===== config.mk =====
export PLATFORM = sky130hd
export DESIGN_NAME = bus_arbiter8
export DESIGN_NICKNAME = d
export VERILOG_FILES = /design/src/rtl/bus_arbiter8.sv
export SDC_FILE = /design/constraint.sdc
export NUM_CORES = 1
export LEC_CHECK = 0
export ABC_CLOCK_PERIOD_IN_PS = 5500
export CORE_MARGIN = 8
export CORE_UTILIZATION = 39
export DETAILED_ROUTE_END_ITERATION = 10
export DONT_BUFFER_PORTS = 1
export GPL_ROUTABILITY_DRIVEN = 0
export HOLD_SLACK_MARGIN = 0.02
export PLACE_DENSITY = 0.5
export SLEW_MARGIN = 40
export SYNTH_ARGS = -nofsm -noshare
export SYNTH_HDL_FRONTEND = slang
export SYNTH_SLANG_ARGS = --single-unit

===== constraint.sdc =====
create_clock -name clk -period 5.5 [get_ports clk]
set_input_delay 1.65 -clock clk [delete_from_list [all_inputs] [get_ports clk]]
set_output_delay 1.65 -clock clk [all_outputs]
set_load 0.02 [all_outputs]

===== src/rtl/bus_arbiter8.sv =====
// bus_arbiter8: round-robin arbiter and sequencer for the shared 8-bit bus.
// It grants one requester at a time and drives the 8:1 mux select S to the
// owner's index. A hold timer forces release when others are waiting, and a
// one-cycle GAP state separates successive owners.
module bus_arbiter8 #(
  parameter int MAX_HOLD = 16
) (
  input  logic       clk,
  input  logic       rst,
  input  logic [7:0] req,
  input  logic       done,
  output logic [2:0] S,
  output logic [7:0] grant,
  output logic       busy,
  output logic       preempt
);

  typedef enum logic [1:0] {
    IDLE = 2'd0,
    OWN  = 2'd1,
    GAP  = 2'd2
  } state_t;

  localparam logic [7:0] HOLD_LIM = 8'(MAX_HOLD);
  localparam bit         HOLD_EN  = (MAX_HOLD != 0);

  state_t     state, state_nxt;
  logic [2:0] last, last_nxt;
  logic [2:0] s_nxt;
  logic [7:0] grant_nxt;
  logic       busy_nxt, preempt_nxt;
  logic [7:0] cnt, cnt_nxt;

  logic [2:0] win, idx;
  logic       found;
  logic       rel_drop, rel_force, release_now;

  // Rotating priority search: first set request at or after last+1, wrapping.
  always_comb begin
    // NOTE: every signal written here gets a default first, so no path can
    // leave it unassigned and infer a latch.
    win   = last;
    idx   = last;
    found = 1'b0;
    for (int i = 1; i <= 8; i++) begin
      idx = last + 3'(i);
      if (!found && req[idx]) begin
        win   = idx;
        found = 1'b1;
      end
    end
  end

  // Release causes while owning. The timer compares with >= so that once the
  // limit has passed with nobody waiting, the owner is preempted as soon as
  // another request shows up.
  always_comb begin
    rel_drop    = ~req[S];
    rel_force   = HOLD_EN && (cnt >= HOLD_LIM) && ((req & ~grant) != 8'd0);
    release_now = done || rel_drop || rel_force;
  end

  // Next-state and next-output logic; by default everything holds.
  always_comb begin
    state_nxt   = state;
    last_nxt    = last;
    s_nxt       = S;
    grant_nxt   = grant;
    busy_nxt    = busy;
    preempt_nxt = 1'b0;
    cnt_nxt     = cnt;
    case (state)
      IDLE: begin
        if (req != 8'd0) begin
          state_nxt = OWN;
          grant_nxt = 8'd1 << win;
          s_nxt     = win;
          busy_nxt  = 1'b1;
          cnt_nxt   = 8'd1;
        end
      end
      OWN: begin
        if (release_now) begin
          state_nxt   = GAP;
          grant_nxt   = 8'd0;
          busy_nxt    = 1'b0;
          last_nxt    = S;
          // Forced release is reported only when it is the sole cause.
          preempt_nxt = rel_force && !done && !rel_drop;
        end else if (cnt != 8'hFF) begin
          cnt_nxt = cnt + 8'd1;
        end
      end
      GAP: begin
        state_nxt = IDLE;
      end
      default: begin
        state_nxt = IDLE;
        grant_nxt = 8'd0;
        busy_nxt  = 1'b0;
      end
    endcase
  end

  // State and output registers with synchronous reset.
  always_ff @(posedge clk) begin
    // NOTE: sequential state uses non-blocking assignments so all registers
    // update together from values sampled before the edge.
    if (rst) begin
      state   <= IDLE;
      last    <= 3'd7;
      S       <= 3'd0;
      grant   <= 8'd0;
      busy    <= 1'b0;
      preempt <= 1'b0;
      cnt     <= 8'd0;
    end else begin
      state   <= state_nxt;
      last    <= last_nxt;
      S       <= s_nxt;
      grant   <= grant_nxt;
      busy    <= busy_nxt;
      preempt <= preempt_nxt;
      cnt     <= cnt_nxt;
    end
  end

endmodule


== Yosys cells after proc, flatten, opt, wreduce, memory -nomap -nowiden ==
Index checks and enable logic that the tools add are counted.

* Memories kept: 0
* Bits in registers: 26
* Bits in read-only memories: 0
* Latch bits: 0
* Output and inout bits: 13
* Input bits: 11
* RAM bits: 0

* Add/subtract/negate cells: 8
* Shift operators: 1
* Magnitude comparators: 10
* Multipliers: 0
* Div/mod/pow operators: 0
* Equal/unequal tests: 7
* Reductions and logical operators: 30
* Multiplexer cells: 46
* Bitwise logic cells: 6

{| class="wikitable"
|+ Operators by type and width
! kind !! count
|-
| $mux 8 || 5
|-
| $lt 3x4->1 const B || 9
|-
| $bmux 1 s3 || 9
|-
| $mux 3 || 8
|-
| $pmux 8 s3 || 1
|-
| $mux 1 || 18
|-
| $pmux 8 s2 || 1
|-
| $reduce_bool 8->1 || 2
|-
| $add 3x3->3 const B || 4
|-
| $logic_and 1x1->1 || 10
|-
| $add 8x1->8 const B || 1
|-
| $and 8x8->8 || 1
|-
| $ge 8x5->1 const B || 1
|-
| $logic_not 1->1 || 8
|-
| $ne 2x2->1 const B || 4
|-
| $ne 8x8->1 const B || 1
|-
| $not 8->8 || 1
|-
| $shl 1x3->8 const A || 1
|-
| $add 3x2->3 const B || 2
|-
| $reduce_and 2->1 || 3
|-
| $mux 2 || 2
|-
| $not 1->1 || 4
|-
| $pmux 2 s2 || 1
|-
| $reduce_and 4->1 || 1
|-
| other kinds (9) || 10
|}

== Logic depth before layout (Yosys ltp) ==
Gate-level depths: netlist of run 1.

* Word-level depth: 28
* Gate-level depth with buffers: 12
* Mapped depth without buffers: 10

== Least setup slack after synthesis of run 1 ==
OpenSTA, ideal clock, no wires.

* Path kind: in2reg
* Start: input req[5]
* End: register grant[6]
* Data required time: 5.404 ns
* Path slack: 1.422 ns
* Arrival: 3.983 ns
* Setup time: 0.096 ns
* Stages on the path: 8
* Path buffers: 0
* Cells stage by stage: mux4_2 -> mux2_2 -> or3_4 -> nand2b_4 -> or4_4 -> o21ai_4 -> inv_2 -> o41ai_2

* Longest elaborated chain between the ends: 27
* Elaborated cells between the ends (all ways): 60
* Those cells by class: eq/ne (2); shift (1); mux (35); bitwise (2); reduce/logical (20)

{| class="wikitable"
|+ Ends and longest elaborated chain
! element !! line !! text
|-
| start, declared || 10 || <nowiki>input logic [7:0] req,</nowiki>
|-
| $bmux 1 s3 || 47 || <nowiki>if (!found && req[idx]) begin</nowiki>
|-
| $mux 1 (not written as such) || 47 ||
|-
| $mux 1 || 47 ||
|-
| $logic_not 1->1 || 47 ||
|-
| $logic_and 1x1->1 || 47 ||
|-
| $mux 1 || 47 ||
|-
| $logic_not 1->1 || 47 ||
|-
| $logic_and 1x1->1 || 47 ||
|-
| [... 11 more ...] || - ||
|-
| $logic_and 1x1->1 || 47 ||
|-
| $mux 1 || 47 ||
|-
| $logic_not 1->1 || 47 ||
|-
| $logic_and 1x1->1 || 47 ||
|-
| $mux 3 || 47 ||
|-
| $shl 1x3->8 || 76 || <nowiki>grant_nxt = 8'd1 << win;</nowiki>
|-
| $mux 8 || 74 || <nowiki>if (req != 8'd0) begin</nowiki>
|-
| $pmux 8 s3 || 72 || <nowiki>case (state)</nowiki>
|-
| end signal, assigned || 121 || <nowiki>grant <= grant_nxt;</nowiki>
|-
| end, declared || 13 || <nowiki>output logic [7:0] grant,</nowiki>
|}

Parallel ways exist; a longest one is shown, timed or not. The select of a mux whose other input is x is not followed.
A chain may end at the register's enable or synchronous reset.

== Worst setup path in the final report of run 1 ==
* Start: register last[1]
* End: register grant[4]

* Longest elaborated chain between the ends: 28
* Elaborated cells between the ends (all ways): 55
* Those cells by class: add/sub (7); shift (1); mux (33); reduce/logical (14)

{| class="wikitable"
|+ Ends and longest elaborated chain
! element !! line !! text
|-
| start, declared || 28 || <nowiki>logic [2:0] last, last_nxt;</nowiki>
|-
| start signal, assigned || 119 || <nowiki>last <= last_nxt;</nowiki>
|-
| $add 3x1->3 || 46 || <nowiki>idx = last + 3'(i);</nowiki>
|-
| $bmux 1 s3 || 47 ||
|-
| $mux 1 (not written as such) || 47 ||
|-
| $mux 1 || 47 ||
|-
| $logic_not 1->1 || 47 ||
|-
| $logic_and 1x1->1 || 47 ||
|-
| $mux 1 || 47 ||
|-
| $logic_not 1->1 || 47 ||
|-
| [... 12 more ...] || - ||
|-
| $logic_and 1x1->1 || 47 ||
|-
| $mux 1 || 47 ||
|-
| $logic_not 1->1 || 47 ||
|-
| $logic_and 1x1->1 || 47 ||
|-
| $mux 3 * || 47 ||
|-
| $shl 1x3->8 * || 76 ||
|-
| $mux 8 * || 74 ||
|-
| $pmux 8 s3 * || 72 ||
|}

Mark *: on every way between the ends. The rest lies on a longest branch, timed or not. The select of a mux whose other input is x is not followed.

==> Implementation_results.wiki, run 1 <==
{| class="wikitable"
! Metric !! Value
|-
| Cell family with the largest share of critical-path delay || simple AND/OR/NAND/NOR gates
|-
| Met1 layer usage reported by global route || 19.47%
|-
| Highest cell delay on the worst timing path || 0.69 ns
|-
| Post-Syn Area per Cell || 8.901 um2
|-
| Fraction of synthesis flops using an asynchronous set or reset pin || 0%
|-
| Relative max-transition margin || 60.34%
|-
| Crit path arrival time || 4.24 ns
|-
| Number of design rule violations left after detail routing || 0
|-
| Vias in the first global route || 1658
|-
| Final count of negative-setup-slack endpoints || 0
|-
| Count of input and output buffers || 0
|-
| GR Layer Usage met3 || approximately 4.5%
|-
| EDFF count, synth || 0
|-
| Top_reg_cell synth || sky130_fd_sc_hd__dfxtp_1
|-
| Cells on worst reg2reg path || 10
|-
| Crit-path max FO || 14
|-
| Layout Skew || 0.01172 ns
|-
| Sequence of cells on the critical path || inv_1, ha_1, mux2_2, or3_1, and4_1, nor4b_2, nor3_1, xnor2_2, nor2_1, a32o_1
|-
| Pins over their slew limit || 0
|-
| Power density over cell area || 493.6 mW/mm2
|-
| TNS Setup || 0 ns
|-
| TritonCTS buffer count || 3
|-
| Growth of design area from synthesis to finish || 6.227%
|-
| Floorplan core area || 0.005075 mm2
|-
| Placed cells || 291
|-
| Crit start category || flip-flop
|-
| Critical R2R Launch || last[1]
|-
| Max-cap check violation count || 0
|-
| Clk_lat worst skew || 0.28 ns
|-
| Static Leak || 0.7749 nW
|-
| Class of the most critical hold timing path || flip-flop to flip-flop
|-
| Post-synth cell types || 56
|-
| Kind of end point of the critical path || flip-flop
|-
| Hold Vio Cnt, Final || 0
|-
| Clock edge transition at the registers on the reported setup and hold paths || 0.10 ns
|-
| Half-perimeter wire length of the detailed placement result || 4014 um
|-
| Root Driver || sky130_fd_sc_hd__clkbuf_8
|-
| Deepest clock path buffer count || 2
|-
| H-Tree Level Count || 1
|-
| Crit path max-delay cell type || sky130_fd_sc_hd__dfxtp_1
|-
| Type of the worst setup path || flip-flop to flip-flop
|-
| Starting DRC count in detailed routing || 146
|-
| Share of cells above drive strength 1 || 16.44%
|-
| Post-DRT Antenna Nets || 0
|-
| IO Pins || 24
|-
| Setup repair after global routing missed its margin || no
|-
| Number of buffers and inverters on the critical path || 1
|-
| Number of buffers inserted by post-CTS setup repair || 0
|-
| Worst supply voltage drop on vdd || 185.4 uV
|-
| Max Clk Rate || 245.3 MHz
|-
| Number of search-and-repair iterations in the first detailed-routing pass || 4
|-
| Layer with the highest usage || met2
|-
| Portion of the post-synthesis area used by sequential elements || 25.65%
|-
| Overall via count from detail_route || 1722
|-
| Status || finished, final reports clean
|-
| Netlist area before placement || 0.002029 mm2
|-
| Count of warnings emitted by yosys || 0
|-
| Total Die Area || 0.007768 mm2
|-
| Reg-to-reg critical path endpoint || grant[4]
|-
| End point of the critical path || grant[4]
|-
| Die extent in y || 88.14 um
|-
| Initial Utilization || 39.99%
|-
| Global-route total usage across every layer || between 10 and 15%
|-
| Wire length of the first global-routing pass || 8804 um
|-
| WL/cell || between 15 and 20 um
|-
| Crit path depth || 10
|-
| Width of the chip || 88.14 um
|-
| TritonCTS clock tree || yes
|-
| Number of flip-flops and latches in the synthesized netlist || 26
|-
| Post-Syn Instances || roughly 230
|-
| Start point of the critical path || last[1]
|-
| Vias per Instance || 5.837
|-
| Slack of the worst reg-to-reg path || 1.42 ns
|-
| Routed Wire Length || 5213 um
|-
| Synth Net Count || 243
|-
| Inserted Diodes || 0
|-
| PostCTS Resize Cnt || 0
|-
| Antenna violations before repair || 0
|-
| Filler cell count in the final layout || 538
|-
| Pin count of the biggest net entering global routing || 16
|-
| Count of hold-fix buffers inserted at cts || 0
|-
| Clock Sink Count || 26
|-
| Cell Count, Final, Fillers Out || 295
|-
| Worst Max-Slew Pin Slew || just under 0.6 ns
|-
| Number of rows in the core area || 26
|-
| Final nets || 241
|-
| Period minus WS final || 4.076 ns
|-
| Final worst-path cycle share || 74.11%
|-
| CP required || 5.67 ns
|-
| Sum of overflow across all layers after global routing || 0
|-
| Met2 Usage GRT || 21.27%
|}
==> how the worst min path moves through the flow <==
stage	cells after the start	endpoint	start	slack [ns]
6_report	2	cnt[0]	cnt[0]	0.53
5_1_grt	2	cnt[0]	cnt[0]	0.58
4_1_cts	2	cnt[0]	cnt[0]	0.53
3_5_place_dp	2	cnt[0]	cnt[0]	0.51
3_3_place_gp	2	cnt[0]	cnt[0]	0.51
2_1_floorplan	2	cnt[0]	cnt[0]	0.48
==> area by class of cell <==
class / instances / area (um2) / share of cell area (%)
clock inverter: 1 / 30.03 / 1.393
sequential: 26 / 520.5 / 24.14
clock buffer: 3 / 41.29 / 1.915
tap: 70 / 87.58 / 4.063
inverter: 16 / 60.06 / 2.786
multi-input combinational: 178 / 1409 / 65.35
timing repair buffer: 1 / 7.507 / 0.3482
==> tightest hold or removal path, delay by kind of cell (launching register included) <==
| kind | cells | cell delay [ns] |
|---|---|---|
| flip-flops | 1 | 0.35 |
| buffers and inverters | 1 | 0.09 |
| AO/OA/AOI/OAI | 1 | 0.06 |
==> synth_stat cells (2+ instances only) <==
cell type,number,share of area (%)
sky130_fd_sc_hd__o41ai_1,2,0.86
sky130_fd_sc_hd__nor2b_1,2,0.62
sky130_fd_sc_hd__o21ai_0,10,2.5
sky130_fd_sc_hd__nand2b_1,11,3.4
sky130_fd_sc_hd__dfxtp_1,26,26
sky130_fd_sc_hd__a31oi_1,2,0.62
sky130_fd_sc_hd__buf_2,2,0.49
sky130_fd_sc_hd__a41oi_1,2,0.86
sky130_fd_sc_hd__a32o_1,4,2.0
sky130_fd_sc_hd__o2111ai_1,3,1.3
sky130_fd_sc_hd__a211o_1,2,0.86
sky130_fd_sc_hd__or3_1,3,0.92
sky130_fd_sc_hd__mux4_2,11,12
sky130_fd_sc_hd__inv_1,15,2.8
sky130_fd_sc_hd__or2_2,3,0.92
sky130_fd_sc_hd__a21oi_1,8,2.0
sky130_fd_sc_hd__nand3_1,5,1.2
sky130_fd_sc_hd__o22ai_1,4,1.2
sky130_fd_sc_hd__and2_1,2,0.62
sky130_fd_sc_hd__ha_1,4,2.5
sky130_fd_sc_hd__nor4_1,3,0.92
sky130_fd_sc_hd__nor3_1,5,1.2
sky130_fd_sc_hd__nand4_1,2,0.62
sky130_fd_sc_hd__nand2_1,21,3.9
sky130_fd_sc_hd__a21o_1,2,0.74
sky130_fd_sc_hd__and4_1,2,0.86
sky130_fd_sc_hd__xnor2_1,6,2.6
sky130_fd_sc_hd__mux2i_1,6,3.0
sky130_fd_sc_hd__nor2_1,17,3.1
sky130_fd_sc_hd__mux2_2,10,5.5
sky130_fd_sc_hd__clkbuf_1,4,0.74
sky130_fd_sc_hd__o31ai_1,4,1.5
sky130_fd_sc_hd__xor2_1,2,0.86
==> metal layers <==
| layer | vias up | wire length, um |
|---|---|---|
| met2 | 46 | 2215 |
| met4 | 0 | 19 |
| li1 | 848 | - |
| met1 | 826 | 2557 |
| met5 | - | 0 |
| met3 | 2 | 420 |
==> kinds of logic (layout without fill, tap and decap cells) <==
group | Yosys count | in the layout | synth area share (%)
buffers and inverters | 24 | 21 | 4.931
adders and majority gates | 4 | 4 | 2.466
DFF | 26 | 26 | 25.65
xor gates and xnor gates | 9 | 9 | 4.254
and+or+nand+nor | 84 | 84 | 22.38
AOI/OAI and AO/OA | 53 | 53 | 19.05
muxes | 28 | 28 | 21.27
==> flip-flops by register name, indices dropped and copies added (netlist names) <==
register / flops
state: 2
cnt: 8
S: 3
busy: 1
last: 3
grant: 8
preempt: 1
==> power by group <==
| part | switching [mW] | internal (mW) | total (mW) |
|---|---|---|---|
| sequential | 0.0876 | 0.227 | 0.314 |
| clock | 0.0620 | 0.0974 | 0.159 |
| combinational | 0.340 | 0.251 | 0.590 |
| total | 0.489 | 0.575 | 1.06 |
==> metrics by stage <==
stage               hold slack, ns  power [mW]  area, um2  util, %  setup slack (ns)
floorplan                   0.4770      0.7809       2029        -             1.422
global placement            0.5090      0.9217       2085    41.08             1.165
detailed placement          0.5106      0.9067       2085    41.08             1.212
CTS                         0.5275       1.075       2156    42.48             1.428
global route                0.5834       1.146       2156    42.48             1.202
finish                      0.5345       1.064       2156    42.48             1.424
==> layout by cell type (no fill, tap or decap), types with 2 or more instances in the layout <==
cell type	count
sky130_fd_sc_hd__nor2b_1	2
sky130_fd_sc_hd__a21o_1	2
sky130_fd_sc_hd__a31oi_1	2
sky130_fd_sc_hd__nor3_1	5
sky130_fd_sc_hd__mux2_2	10
sky130_fd_sc_hd__o41ai_1	2
sky130_fd_sc_hd__o31ai_1	4
sky130_fd_sc_hd__o22ai_1	4
sky130_fd_sc_hd__inv_1	15
sky130_fd_sc_hd__or3_1	3
sky130_fd_sc_hd__nand2_1	21
sky130_fd_sc_hd__or2_2	3
sky130_fd_sc_hd__a21oi_1	8
sky130_fd_sc_hd__dfxtp_1	26
sky130_fd_sc_hd__a211o_1	2
sky130_fd_sc_hd__nand2b_1	11
sky130_fd_sc_hd__a32o_1	4
sky130_fd_sc_hd__xor2_1	2
sky130_fd_sc_hd__nand4_1	2
sky130_fd_sc_hd__mux4_2	11
sky130_fd_sc_hd__o2111ai_1	3
sky130_fd_sc_hd__and2_1	2
sky130_fd_sc_hd__and4_1	2
sky130_fd_sc_hd__nand3_1	5
sky130_fd_sc_hd__xnor2_1	6
sky130_fd_sc_hd__nor2_1	17
sky130_fd_sc_hd__o21ai_0	10
sky130_fd_sc_hd__mux2i_1	6
sky130_fd_sc_hd__nor4_1	3
sky130_fd_sc_hd__a41oi_1	2
sky130_fd_sc_hd__clkbuf_8	3
sky130_fd_sc_hd__ha_1	4
No activity file was read; power rests on OpenSTA's default activity.
==> inputs of run 2 (changes only) <==
--- a/config.mk
+++ b/config.mk
@@ -5,7 +5,7 @@
 export SDC_FILE = /design/constraint.sdc
 export NUM_CORES = 1
 export LEC_CHECK = 0
-export ABC_CLOCK_PERIOD_IN_PS = 5500
+export ABC_CLOCK_PERIOD_IN_PS = 4100
 export CORE_MARGIN = 8
 export CORE_UTILIZATION = 39
 export DETAILED_ROUTE_END_ITERATION = 10
==> constraint.sdc (replaced) <==
create_clock -name clk -period 4.1 [get_ports clk]
set_input_delay 1.23 -clock clk [delete_from_list [all_inputs] [get_ports clk]]
set_output_delay 1.23 -clock clk [all_outputs]
set_load 0.02 [all_outputs]
==> run 2 against run 1 <==
Compared with the run above:
- routed wire length rose by 3.2%
- die area did not move
- power rose by 33%
- combinational power rose by 41%
- design area rose by 0.29%
- flip-flop and latch count did not move
- clock skew fell by 0.0078 ns
- setup slack got worse by 0.85 ns
- clock power rose by 4%
- via count rose by 1.8%
- global-route usage rose by 0.65 points
- critical path type is now primary input to flip-flop
- critical endpoint is now grant[6]
- highest routed layer unchanged
==> Implementation_results.wiki, run 2 (synthesis results as in run 1) <==
{| class="wikitable"
! Metric !! Value
|-
| TritonCTS buffer count || 3 (unchanged)
|-
| Layout Skew || 0.003955 ns (-0.007765 ns)
|-
| Number of search-and-repair iterations in the first detailed-routing pass || 4 (unchanged)
|-
| Filler cell count in the final layout || 530 (-1.5%)
|-
| Crit path max-delay cell type || sky130_fd_sc_hd__or4_4
|-
| Global-route total usage across every layer || 14.89% (+0.65 points)
|-
| Highest-count cells in the layout ignoring fill and taps || sky130_fd_sc_hd__dfxtp_1, sky130_fd_sc_hd__nand2_1, sky130_fd_sc_hd__nor2_1
|-
| End point of the critical path || grant[6]
|-
| Max-cap check violation count || 0 (unchanged)
|-
| Most common library cell in the layout ignoring fill and taps || sky130_fd_sc_hd__dfxtp_1
|-
| CP required || 4.28 ns (-1.39 ns)
|-
| Power Internal || 747.0 uW (+30%)
|-
| Static Leak || 0.7824 nW (+0.97%)
|-
| Total Die Area || 0.007768 mm2 (unchanged)
|-
| Floorplan core area || 0.005075 mm2 (unchanged)
|-
| Initial Utilization || 39.99% (unchanged)
|-
| Number of rows in the core area || 26 (unchanged)
|-
| Pins over their slew limit || 0 (unchanged)
|-
| Final count of negative-setup-slack endpoints || 0 (unchanged)
|-
| Deepest clock path buffer count || 2 (unchanged)
|-
| Count of input and output buffers || 0 (unchanged)
|-
| Crit path arrival time || 3.71 ns (-0.53 ns)
|-
| Start point of the critical path || req[1]
|-
| Placed cells || 294 (+1.0%)
|-
| Clk_lat worst skew || 0.27 ns (about the same)
|-
| Relative max-transition margin || 60.63% (+0.28 points)
|-
| Reg-to-reg critical path endpoint || grant[0]
|-
| Share of power burned in the clock network || 11.8% (-3.2 points)
|-
| Post-DRT Antenna Nets || 0 (unchanged)
|-
| Cell Count, Final, Fillers Out || 298 (+1.0%)
|-
| Routed Wire Length || 5381 um (+3.2%)
|-
| Pin count of the biggest net entering global routing || 15 (-1)
|-
| PostCTS Resize Cnt || 0 (unchanged)
|-
| Final worst-path cycle share || between 80% and 90%
|-
| Wire length of the first global-routing pass || 9039 um (+2.7%)
|-
| Highest cell delay on the worst timing path || 0.53 ns (-0.16 ns)
|-
| Starting DRC count in detailed routing || 170 (+16%)
|-
| Class of the most critical hold timing path || flip-flop to flip-flop
|-
| Number of design rule violations left after detail routing || 0 (unchanged)
|-
| Post-route worst setup slack || 0.5703 ns (-0.8538 ns)
|-
| Max Clk Rate || 283.3 MHz
|-
| Crit start category || primary input
|-
| Net Switching || 668.7 uW (+37%)
|-
| Utilization of the core after routing || 42.60% (+0.12 points)
|-
| Width of the chip || 88.14 um (unchanged)
|-
| Worst Max-Slew Pin Slew || 0.5894 ns (-0.004258 ns)
|-
| H-Tree Level Count || 1 (unchanged)
|-
| Die extent in y || 88.14 um (unchanged)
|-
| Antenna violations before repair || 0 (unchanged)
|-
| IO Pins || 24 (unchanged)
|-
| Cell family with the largest share of critical-path delay || simple AND/OR/NAND/NOR gates
|-
| Cells on worst reg2reg path || 11 (+1)
|-
| Status || finished, final reports clean
|-
| TritonCTS clock tree || yes
|-
| Share of power burned in registers || 29.4% (about the same)
|-
| WL/cell || 18.06 um (+2.2%)
|-
| Setup repair after global routing missed its margin || no
|-
| Growth of design area from synthesis to finish || 6.535%
|-
| Switching part of the total power || 47.23% (+1.2 points)
|-
| Sum of overflow across all layers after global routing || 0 (unchanged)
|-
| Slack of the worst reg-to-reg path || 0.76 ns (-0.66 ns)
|-
| Number of buffers and inverters on the critical path || 1 (unchanged)
|-
| TNS Setup || 0 ns (unchanged)
|-
| Period minus WS final || 3.530 ns
|-
| Half-perimeter wire length of the detailed placement result || 4088 um (+1.8%)
|-
| Leading registers by flop count || cnt: 8 flops, grant: 8 flops
|-
| Vias in the first global route || 1688 (+1.8%)
|-
| Worst supply voltage drop on vdd || 272.1 uV (+47%)
|-
| Combined area of the multi-input logic cells || 0.001409 mm2 (unchanged)
|-
| Worst slack, placed || 0.3194 ns (-0.8929 ns)
|-
| Final nets || 244 (+1.2%)
|-
| Combinational Power Share || 58.8% (+3.3 points)
|-
| Hold Vio Cnt, Final || 0 (unchanged)
|-
| Register area || 520.5 um2 (unchanged)
|-
| Vias per Instance || 5.883 (+0.78%)
|-
| Share of cells above drive strength 1 || 17.54% (+1.1 points)
|-
| Crit path depth || 8 (-2)
|-
| Root Driver || sky130_fd_sc_hd__clkbuf_8
|-
| Count of hold-fix buffers inserted at cts || 0 (unchanged)
|-
| Power density over cell area || 654.7 mW/mm2 (+33%)
|-
| Crit-path max FO || 9 (-5)
|-
| Overall via count from detail_route || 1753 (+1.8%)
|-
| Clock edge transition at the registers on the reported setup and hold paths || 0.09 ns (about the same)
|-
| Sequence of cells on the critical path || mux4_2, mux2_2, or3_4, nand2b_4, or4_4, o21ai_4, inv_2, o41ai_2
|-
| Inserted Diodes || 0 (unchanged)
|-
| Critical R2R Launch || last[0]
|-
| Type of the worst setup path || primary input to flip-flop
|-
| Kind of end point of the critical path || flip-flop
|-
| Clock Sink Count || 26 (unchanged)
|-
| Number of buffers inserted by post-CTS setup repair || 0 (unchanged)
|}
-- run 2: worst reg2reg max path, delay by kind of cell, from the launching register on --
kind,cells,cell delay (ns)
AOI/OAI and AO/OA,1,0.26
adders and majority gates,1,0.37
muxes,1,0.37
and+or+nand+nor,5,1.24
xor gates and xnor gates,1,0.32
DFF,1,0.34
buffers and inverters,2,0.34
-- run 2: stage by stage --
| stage | power, mW | hold WS (ns) | instance area, um2 |
|---|---|---|---|
| floorplan | 1.047 | 0.4770 | 2029 |
| finish | 1.416 | 0.5343 | 2162 |
| global route | 1.522 | 0.5788 | 2162 |
| CTS | 1.421 | 0.5222 | 2162 |
| detailed placement | 1.244 | 0.5060 | 2107 |
| global placement | 1.270 | 0.5033 | 2107 |
-- run 2: worst min path at each step --
| stage | start | to | slack, ns | cells after the start |
|---|---|---|---|---|
| 3_5_place_dp | cnt[0] | cnt[0] | 0.51 | 2 |
| 2_1_floorplan | cnt[0] | cnt[0] | 0.48 | 2 |
| 3_3_place_gp | cnt[0] | cnt[0] | 0.50 | 2 |
| 5_1_grt | cnt[0] | cnt[0] | 0.58 | 2 |
| 4_1_cts | cnt[0] | cnt[0] | 0.52 | 2 |
| 6_report | cnt[0] | cnt[0] | 0.53 | 2 |
-- run 2: final cells by class --
class / instances / share of cell area [%]
clock buffers: 4 / 2.546
well taps: 70 / 4.051
inverters: 16 / 2.778
flip-flops and latches: 26 / 24.07
multi-input cells: 178 / 65.16
repair buffers: 4 / 1.389
-- run 2: layer usage --
layer / share of wire (%) / wire (um) / vias up / global-route usage [%]
li1: - / - / 851 / -
met1: 48 / 2601 / 842 / 20.49
met2: 41 / 2196 / 56 / 20.93
met3: 10 / 536 / 4 / 6.098
met4: 0.87 / 47 / 0 / 3.226
met5: 0 / 0 / - / 0
-- run 2: power by group through the flow --
stage	clock, mW	sequential, mW	combinational [mW]
after floorplan	0	0.395	0.653
after global placement	0	0.425	0.846
after detailed placement	0	0.425	0.820
after CTS	0.175	0.418	0.827
after global routing	0.187	0.426	0.909
final	0.166	0.417	0.832
